--- config.mk ---
export PLATFORM = sky130hd
export DESIGN_NAME = comparator_seq_flat
export DESIGN_NICKNAME = d
export VERILOG_FILES = /design/src/rtl/comparator_pkg.sv /design/src/rtl/comparator_seq_if.sv /design/src/rtl/comparator_chunk.sv /design/src/rtl/comparator_seq.sv /design/src/flat_wrapper.sv
export SDC_FILE = /design/constraint.sdc
export NUM_CORES = 1
export LEC_CHECK = 0
export BUFFER_PORTS_ARGS = -buffer_cell sky130_fd_sc_hd__buf_2
export CORE_MARGIN = 2
export CORE_UTILIZATION = 55
export CTS_CLUSTER_SIZE = 24
export DETAILED_ROUTE_END_ITERATION = 6
export HOLD_SLACK_MARGIN = 0.08
export PLACE_DENSITY = 0.77
export SYNTH_ARGS = -nofsm -noshare
export SYNTH_HDL_FRONTEND = slang
export SYNTH_SLANG_ARGS = --single-unit
export TNS_END_PERCENT = 50
--- constraint.sdc ---
create_clock -name clk -period 3.2 [get_ports clk]
set_input_delay 0.16 -clock clk [delete_from_list [all_inputs] [get_ports clk]]
set_output_delay 0.16 -clock clk [all_outputs]
set_load 0.005 [all_outputs]
--- src/rtl/comparator_pkg.sv ---
// Shared types and sizing helpers for the sequential chunked comparator.
package comparator_pkg;

  typedef enum logic [1:0] {
    S_IDLE,
    S_SCAN,
    S_DONE
  } cmp_state_t;

  typedef struct packed {
    logic eq;
    logic lt;
    logic gt;
  } cmp_result_t;

  function automatic int unsigned chunk_count(input int unsigned n, input int unsigned chunk);
    return n / chunk;
  endfunction

  // Index register keeps at least one bit so CHUNK == N still elaborates cleanly.
  function automatic int unsigned idx_width(input int unsigned nchunk);
    return (nchunk > 1) ? $clog2(nchunk) : 1;
  endfunction

endpackage

--- src/rtl/comparator_seq_if.sv ---
// Request/response bundle for comparator_seq; slave is the comparator, master the requester.
interface comparator_seq_if #(
  parameter int unsigned N = 32
);

  logic         i_valid;
  logic         i_ready;
  logic [N-1:0] a;
  logic [N-1:0] b;
  logic         signed_mode;
  logic         o_valid;
  logic         o_ready;
  logic         eq;
  logic         lt;
  logic         gt;

  modport master (
    output i_valid, a, b, signed_mode, o_ready,
    input  i_ready, o_valid, eq, lt, gt
  );

  modport slave (
    input  i_valid, a, b, signed_mode, o_ready,
    output i_ready, o_valid, eq, lt, gt
  );

endinterface

--- src/rtl/comparator_chunk.sv ---
// Combinational compare of one CHUNK-bit slice; msb_invert turns the unsigned compare
// into a two's-complement one by flipping the sign bit of both operands.
module comparator_chunk #(
  parameter int unsigned CHUNK = 8
) (
  input  logic [CHUNK-1:0] a,
  input  logic [CHUNK-1:0] b,
  input  logic             msb_invert,
  output logic             chunk_eq,
  output logic             chunk_lt,
  output logic             chunk_gt
);

  logic [CHUNK-1:0] flip;
  logic [CHUNK-1:0] a_x;
  logic [CHUNK-1:0] b_x;

  always_comb begin
    flip          = '0;
    flip[CHUNK-1] = msb_invert;
    a_x           = a ^ flip;
    b_x           = b ^ flip;
  end

  assign chunk_eq = &(a ~^ b);
  assign chunk_lt = (a_x < b_x);
  assign chunk_gt = (a_x > b_x);

endmodule

--- src/rtl/comparator_seq.sv ---
// Multi-cycle eq/lt/gt comparator scanning CHUNK bits per cycle, MSB chunk first.
// Define COMPARATOR_SEQ_EARLY_EXIT_EN to stop on the first differing chunk.
module comparator_seq
  import comparator_pkg::*;
#(
  parameter int unsigned N     = 32,
  parameter int unsigned CHUNK = 8
) (
  input logic             clk,
  input logic             rst,
  comparator_seq_if.slave bus
);

  localparam int unsigned NCHUNK = chunk_count(N, CHUNK);
  localparam int unsigned IdxW   = idx_width(NCHUNK);
  localparam logic [IdxW-1:0] IdxTop = IdxW'(NCHUNK - 1);

  if ((CHUNK < 1) || (CHUNK > N) || ((N % CHUNK) != 0)) begin : g_bad_params
    $error("comparator_seq: N must be a non-zero multiple of CHUNK");
  end

  cmp_state_t  state_q;
  logic [N-1:0] a_q;
  logic [N-1:0] b_q;
  logic         smode_q;
  logic [IdxW-1:0] idx_q;
  cmp_result_t res_q;
  logic        ready_q;
  logic        valid_q;

  logic [CHUNK-1:0] ca;
  logic [CHUNK-1:0] cb;
  logic             c_eq;
  logic             c_lt;
  logic             c_gt;
  logic             msb_invert;

  assign ca         = a_q[CHUNK*int'(idx_q) +: CHUNK];
  assign cb         = b_q[CHUNK*int'(idx_q) +: CHUNK];
  assign msb_invert = smode_q && (idx_q == IdxTop);

  comparator_chunk #(
    .CHUNK(CHUNK)
  ) u_chunk (
    .a         (ca),
    .b         (cb),
    .msb_invert(msb_invert),
    .chunk_eq  (c_eq),
    .chunk_lt  (c_lt),
    .chunk_gt  (c_gt)
  );

`ifndef COMPARATOR_SEQ_EARLY_EXIT_EN
  // Sticky verdict of the first differing chunk; later chunks must not override it.
  logic dec_q;
  logic dec_lt_q;
  logic dec_gt_q;
`endif

  always_ff @(posedge clk or negedge rst) begin
    if (!rst) begin
      state_q  <= S_IDLE;
      a_q      <= '0;
      b_q      <= '0;
      smode_q  <= 1'b0;
      idx_q    <= IdxTop;
      res_q    <= '0;
      ready_q  <= 1'b1;
      valid_q  <= 1'b0;
`ifndef COMPARATOR_SEQ_EARLY_EXIT_EN
      dec_q    <= 1'b0;
      dec_lt_q <= 1'b0;
      dec_gt_q <= 1'b0;
`endif
    end else begin
      case (state_q)
        S_IDLE: begin
          if (bus.i_valid && ready_q) begin
            a_q     <= bus.a;
            b_q     <= bus.b;
            smode_q <= bus.signed_mode;
            idx_q   <= IdxTop;
            ready_q <= 1'b0;
            state_q <= S_SCAN;
`ifndef COMPARATOR_SEQ_EARLY_EXIT_EN
            dec_q   <= 1'b0;
`endif
          end
        end

        S_SCAN: begin
`ifdef COMPARATOR_SEQ_EARLY_EXIT_EN
          if (!c_eq) begin
            res_q   <= '{eq: 1'b0, lt: c_lt, gt: c_gt};
            valid_q <= 1'b1;
            state_q <= S_DONE;
          end else if (idx_q == '0) begin
            res_q   <= '{eq: 1'b1, lt: 1'b0, gt: 1'b0};
            valid_q <= 1'b1;
            state_q <= S_DONE;
          end else begin
            idx_q <= idx_q - 1'b1;
          end
`else
          if (!c_eq && !dec_q) begin
            dec_q    <= 1'b1;
            dec_lt_q <= c_lt;
            dec_gt_q <= c_gt;
          end
          if (idx_q == '0) begin
            res_q   <= dec_q ? '{eq: 1'b0, lt: dec_lt_q, gt: dec_gt_q}
                             : '{eq: c_eq, lt: c_lt, gt: c_gt};
            valid_q <= 1'b1;
            state_q <= S_DONE;
          end else begin
            idx_q <= idx_q - 1'b1;
          end
`endif
        end

        S_DONE: begin
          if (bus.o_ready) begin
            valid_q <= 1'b0;
            ready_q <= 1'b1;
            state_q <= S_IDLE;
          end
        end

        default: state_q <= S_IDLE;
      endcase
    end
  end

  assign bus.i_ready = ready_q;
  assign bus.o_valid = valid_q;
  assign bus.eq      = res_q.eq;
  assign bus.lt      = res_q.lt;
  assign bus.gt      = res_q.gt;

endmodule
--- src/flat_wrapper.sv ---
// flat-port wrapper written by rule: the top's interface ports become plain ports
module comparator_seq_flat import comparator_pkg::*;
#(
  parameter int unsigned N     = 32,
  parameter int unsigned CHUNK = 8
)
  (clk, rst, bus_i_valid, bus_a, bus_b, bus_signed_mode, bus_o_ready, bus_i_ready, bus_o_valid, bus_eq, bus_lt, bus_gt);
  comparator_seq_if #(.N(N)) bus_i ();
  input logic clk;
  input logic rst;
  input wire logic [$bits(bus_i.i_valid)-1:0] bus_i_valid;
  input wire logic [$bits(bus_i.a)-1:0] bus_a;
  input wire logic [$bits(bus_i.b)-1:0] bus_b;
  input wire logic [$bits(bus_i.signed_mode)-1:0] bus_signed_mode;
  input wire logic [$bits(bus_i.o_ready)-1:0] bus_o_ready;
  output wire logic [$bits(bus_i.i_ready)-1:0] bus_i_ready;
  output wire logic [$bits(bus_i.o_valid)-1:0] bus_o_valid;
  output wire logic [$bits(bus_i.eq)-1:0] bus_eq;
  output wire logic [$bits(bus_i.lt)-1:0] bus_lt;
  output wire logic [$bits(bus_i.gt)-1:0] bus_gt;
  assign bus_i.i_valid = bus_i_valid;
  assign bus_i.a = bus_a;
  assign bus_i.b = bus_b;
  assign bus_i.signed_mode = bus_signed_mode;
  assign bus_i.o_ready = bus_o_ready;
  assign bus_i_ready = bus_i.i_ready;
  assign bus_o_valid = bus_i.o_valid;
  assign bus_eq = bus_i.eq;
  assign bus_lt = bus_i.lt;
  assign bus_gt = bus_i.gt;
  comparator_seq #(.N(N), .CHUNK(CHUNK)) u_core (.clk(clk), .rst(rst), .bus(bus_i));
endmodule
# After elaboration in Yosys (flattened, before gate mapping)

Index checks and enable logic that the tools add are counted.

Register bits: 77
Bits of input ports: 69
Output and inout port bits: 5
Word-level logic and storage cells: 64

$add $sub $neg: 1
Magnitude comparators: 2
Eq/ne operators: 8
Shifts and indexed selects: 2
Multiplexer cells: 16
Bitwise logic cells: 3
Reductions and logical operators: 19

Operators by type and width:

| cell                                                   | number |
|---|---|
| indexed part select 32 x 6 -> 8 bit                    | 2 |
| bitwise XOR 8 bit                                      | 2 |
| AND reduction 3 bit                                    | 5 |
| two-way mux 2 bit                                      | 5 |
| > comparator 8 bit                                     | 1 |
| < comparator 8 bit                                     | 1 |
| AND reduction 8 bit                                    | 1 |
| bitwise XNOR 8 bit                                     | 1 |
| inequality test 2 x 1 -> 1 bit (second input constant) | 3 |
| case mux 1 bit (2 select lines)                        | 3 |
| case mux 2 bit (3 select lines)                        | 1 |
| AND reduction 2 bit                                    | 3 |
| nonzero test 2 bit                                     | 3 |
| two-way mux 1 bit                                      | 5 |
| equality test 2 bit (second input constant)            | 2 |
| logical NOT 2 bit                                      | 2 |
| inequality test 2 bit (second input constant)          | 2 |
| case mux 2 bit (2 select lines)                        | 1 |
| logical AND 1 bit                                      | 3 |
| two-way mux 3 bit                                      | 1 |
| equality test 2 x 1 -> 1 bit (second input constant)   | 1 |
| logical NOT 1 bit                                      | 2 |
| subtractor 2 x 1 -> 2 bit (second input constant)      | 1 |

# Depth between registers and ports, before layout

Word-level depth: 7
Gate-level depth with buffers: 10
Gate-level depth less buffers: 8

# Modules after synthesis

From an unflattened synthesis, not the netlist that was laid out.

Cell total of the unflattened synthesis: 244
Area total of the unflattened synthesis: 3621.0 µm²

Modules (own cells, without submodules):

| module           | times used | cells each | area each (µm²) | seq. area each (µm²) |
|---|---|---|---|---|
| comparator_seq   | 1          | 208        | 3363.2          | 1930.6 |
| comparator_chunk | 1          | 36         | 257.7           | 0.0 |

# Worst setup path after synthesis

No wires, ideal clock.

Kind: register -> register
Start: register u_core.idx_q[0]
End: register u_core.res_q, in the netlist u_core.bus.lt
Library setup time: 0.082 ns
Arrival: 2.585 ns
Required time: 3.118 ns
Path slack: 0.533 ns
Cell stages (with the launch flop): 10
Buffers on the path: 2
Period minus slack after synthesis: 2.667 ns
Cells stage by stage: dfstp_2 -> buf_6 -> buf_2 -> mux4_2 -> ha_1 -> nor2b_1 -> o211ai_1 -> a21oi_1 -> or3_1 -> a31oi_1

Cells in the longest elaborated chain, start to end: 5
Elaborated cells between the ends (all ways): 10
Classes of those cells: order compare: 1; eq/ne: 1; shift: 2; mux: 1; bitwise: 2; reduce/logical: 3

Ends and longest elaborated chain:

| item                                                       | line                  | RTL |
|---|---|---|
| from (decl)                                                | comparator_seq.sv:26  | `logic [IdxW-1:0] idx_q;` |
| from (signal assigned)                                     | comparator_seq.sv:66  | `idx_q <= IdxTop;` |
| from (signal assigned)                                     | comparator_seq.sv:82  | `idx_q <= IdxTop;` |
| from (signal assigned)                                     | comparator_seq.sv:116 | `idx_q <= idx_q - 1'b1;` |
| branches (longest 5 deep; another with < comparator 8 bit) | n/a                   |  |
| to (signal assigned)                                       | comparator_seq.sv:111 | `res_q <= dec_q ? '{eq: 1'b0, lt: dec_lt_q, gt: dec_gt_q}` |
| to (decl)                                                  | comparator_seq.sv:27  | `cmp_result_t res_q;` |

Several ways; the timed one is not identified.
A chain may end at the register's enable or synchronous reset.

# Worst setup path after layout

Same ends and word-level chain as after synthesis.

==> impl_metrics.tcl <==
set metrics [dict create \
    route.detailed.drc 0 \
    cts_tree "done" \
    syn2layout_area_growth_pct 37.6 \
    yosys.area.top_type_share_pct 51.4 \
    worst_pin_slew_ns 0.969 \
    drive_gt1_share_pct 44.2 \
    overflow 0 \
    ys_seq_area_share_pct 53.6 \
    p_int_mw 2.98 \
    h-tree-depth 3 \
    power_density_nw_per_um2 872 \
    synth.distinct_cells 33 \
    synth_cells 246 \
    yosys_warnings 0 \
    netSwitchingFraction_pct 31.2 \
    hpwl_um 4830 \
    gp_routability_congestion 0.724 \
    crit_buf_inv 2 \
    clkPwrFrac_pct 21.6 \
    worstPathRequired_ns 3.48 \
    fin_tns_setup_ns 0 \
    synth_area_leaders "dfrtp_1, mux2_2, mux4_2, mux4_1, ha_1" \
    min_period_over_period_pct 89.8 \
    p_sw_mw 1.35 \
    area.sequential_um2 1930 \
    grt_pass1_wl_um 13000 \
    drtAntennaViolNets 0 \
    critPathSlowestCell "dfstp_2" \
    rows 29 \
    first_iter_violations 96 \
    port_buffers 73 \
    grt_setup_unrepaired "no" \
    clk_pin_slew_ns 0.07 \
    cts_root_buffer "clkbuf_8" \
    firstDrtPassIters 4 \
    finClkSkew_ns 0.00704 \
    cp.arrival_ns 3.15 \
    avgSynthCellArea_um2 14.7 \
    die_x_um 85.0 \
    hold_viol 0 \
    avgRoutedWirePerCell_um 17.0 \
    multiInputGateArea_um2 1570 \
    ctsResizeCount 0 \
    endpoint_kind "register" \
    cts.sinks 77 \
    synth.net_count 325 \
    crit_chain "buf_4 > mux4_1 > inv_1 > ha_1 > nor2b_1 > o211ai_1 > a21oi_1 > or3_1 > a31oi_1" \
    power.leakage_nw 2.36 \
    syn-cell-area_um2 3600 \
    status "finished clean" \
    final_util_pct 78.1 \
    drt_wl_total_um 7980 \
    grt_pass1_vias 2729 \
    fin_nets 465 \
    fp.dieH_um 85.0 \
    crit_fanout 11 \
    ys_seq_elements 77 \
    cp-start-kind "register" \
    setup_violations 0 \
    finalCriticalPeriod_ns 2.87 \
    seqPwrFrac_pct 40.7 \
    ir_drop_mv 0.537 \
    p_comb_share_pct 37.7 \
    vias 2486 \
    yosys.area.top_type "dfrtp_1" \
    clockBufferDepth 2 \
    path_class "reg -> reg" \
    finalMaxSlewViolations 0 \
    drv_cap 0 \
    cp_slowest_stage_delay_ns 0.71 \
    worstSkewPairLatency_ns 0.35 \
    core_um2 6350 \
    antenna_found_initial 0 \
    cts_buffers 9 \
    diodes 0 \
    dieArea_um2 7220 \
    nFillCells 371 \
    viasPerCell 5.31 \
    boundaryPins 74 \
    grt_max_degree 78 \
    fmax_mhz 348 \
    hold_class "in -> reg" \
    track_usage_pct 23.9 \
    slew_headroom_pct 35.4 \
    start_util_pct 56.8 \
    crit_family "flip-flops" \
]
-- power groups by stage --
stage | Sequential, mW | Clock [mW] | Combinational, mW
after floorplan | 1.60 | 0 | 1.29
after global placement | 1.75 | 0 | 1.47
after detailed placement | 1.77 | 0 | 1.54
after CTS | 1.75 | 0.941 | 1.62
after global routing | 1.81 | 0.990 | 1.81
final | 1.76 | 0.934 | 1.63
-- cell type report --
| class | instances | share of cell area, % |
|---|---|---|
| sequential | 77 | 38.9 |
| multi-input combinational | 143 | 31.6 |
| timing repair buffer | 141 | 21.3 |
| clock buffer | 13 | 3.41 |
| tap | 77 | 1.94 |
| clock inverter | 3 | 1.82 |
| inverter | 14 | 1.06 |
-- routing by layer --
metal	global-route usage (%)	vias up	share of wire (%)
met5	0	-	0
li1	-	1173	-
met1	28.4	1244	41
met2	42.5	49	53
met3	5.54	20	3.4
met4	8.95	0	2.5
-- cells by family after synthesis --
logic type	synth area share (%)
xor+xnor	0.937
simple gates	3.33
compound gates	3.96
flops	53.6
fa+ha+maj	3.47
buf+inv	3.12
mux	31.6
-- flip-flops by register name, summed over array words and instances, names as in the netlist, 2 cells and up --
signal and count:
u_core.a_q 32, u_core.b_q 32, u_core.idx_q 2, u_core.state_q 2
-- worst register-to-register path: stages (launching register included) --
cell and delay, ns:
dfstp_2 0.71, buf_4 0.29, mux4_1 0.57, inv_1 0.07
ha_1 0.24, nor2b_1 0.16, o211ai_1 0.15, a21oi_1 0.13
or3_1 0.36, a31oi_1 0.12
-- placed cells by master (no fill, tap or decap), drive strengths merged, types with 7 or more instances in the layout --
master	instances
ha	10
a21oi	9
mux2	66
dfrtp	74
dlygate4sd3	66
mux4	16
clkbuf	13
inv	14
o21ai	7
nor2	9
buf	75
-- stage by stage --
step | cell area, um^2 | std cells | power [mW] | hold slack (ns) | setup WS, ns
floorplan | 3600 | 246 | 2.89 | -0.136 | 0.533
global placement | 4040 | 386 | 3.22 | 0.365 | 0.411
detailed placement | 4040 | 386 | 3.30 | 0.371 | 0.346
CTS | 4960 | 468 | 4.31 | 0.106 | 0.324
global route | 4960 | 468 | 4.61 | 0.118 | 0.131
finish | 4960 | 468 | 4.32 | 0.0984 | 0.326
-- final timing paths --
| path | slack (ns) | cells past startpoint | start | endpoint |
|---|---|---|---|---|
| max | 0.33 | 9 | u_core.idx_q[0] | u_core.bus.lt |
| min | 0.1 | 3 | bus_o_ready | u_core.bus.i_ready |
| max reg2reg | 0.33 | 9 | u_core.idx_q[0] | u_core.bus.lt |
| min reg2reg | 0.51 | 1 | u_core.b_q[28] | u_core.b_q[28] |
| max in group asynchronous | 2.08 | 2 | rst | u_core.dec_q |
| min in group asynchronous | 0.50 | 2 | rst | u_core.a_q[4] |
-- cell usage after synthesis --
| cell | instances |
|---|---|
| dfrtp_1 | 74 |
| ha_1 | 10 |
| o211ai_1 | 1 |
| nand4b_1 | 1 |
| mux2i_1 | 1 |
| nor2b_1 | 1 |
| nand2b_1 | 1 |
| buf_2 | 6 |
| buf_6 | 1 |
| xnor2_2 | 1 |
| a31o_2 | 1 |
| nor2_1 | 9 |
| mux4_2 | 10 |
| nand4_1 | 2 |
| mux2_2 | 65 |
| and2_1 | 1 |
| dfstp_2 | 3 |
| xor2_1 | 1 |
| nand3_1 | 1 |
| o21ai_0 | 7 |
| mux2_4 | 1 |
| xnor2_1 | 1 |
| buf_1 | 1 |
| a21o_1 | 1 |
| mux4_1 | 6 |
| or3_1 | 1 |
| a31oi_1 | 3 |
| nand2_1 | 6 |
| a21oi_1 | 9 |
| a211oi_4 | 1 |
| inv_1 | 14 |
| clkbuf_1 | 4 |
| and4bb_2 | 1 |
-- what timing repair did --
| item | 4_1_cts | 5_1_grt |
|---|---|---|
| buffers inserted | 0 | 0 |
| hold buffers | 66 | 0 |
| endpoints found under the hold margin | 139 | 0 |
(Power assumes the default switching activity.)
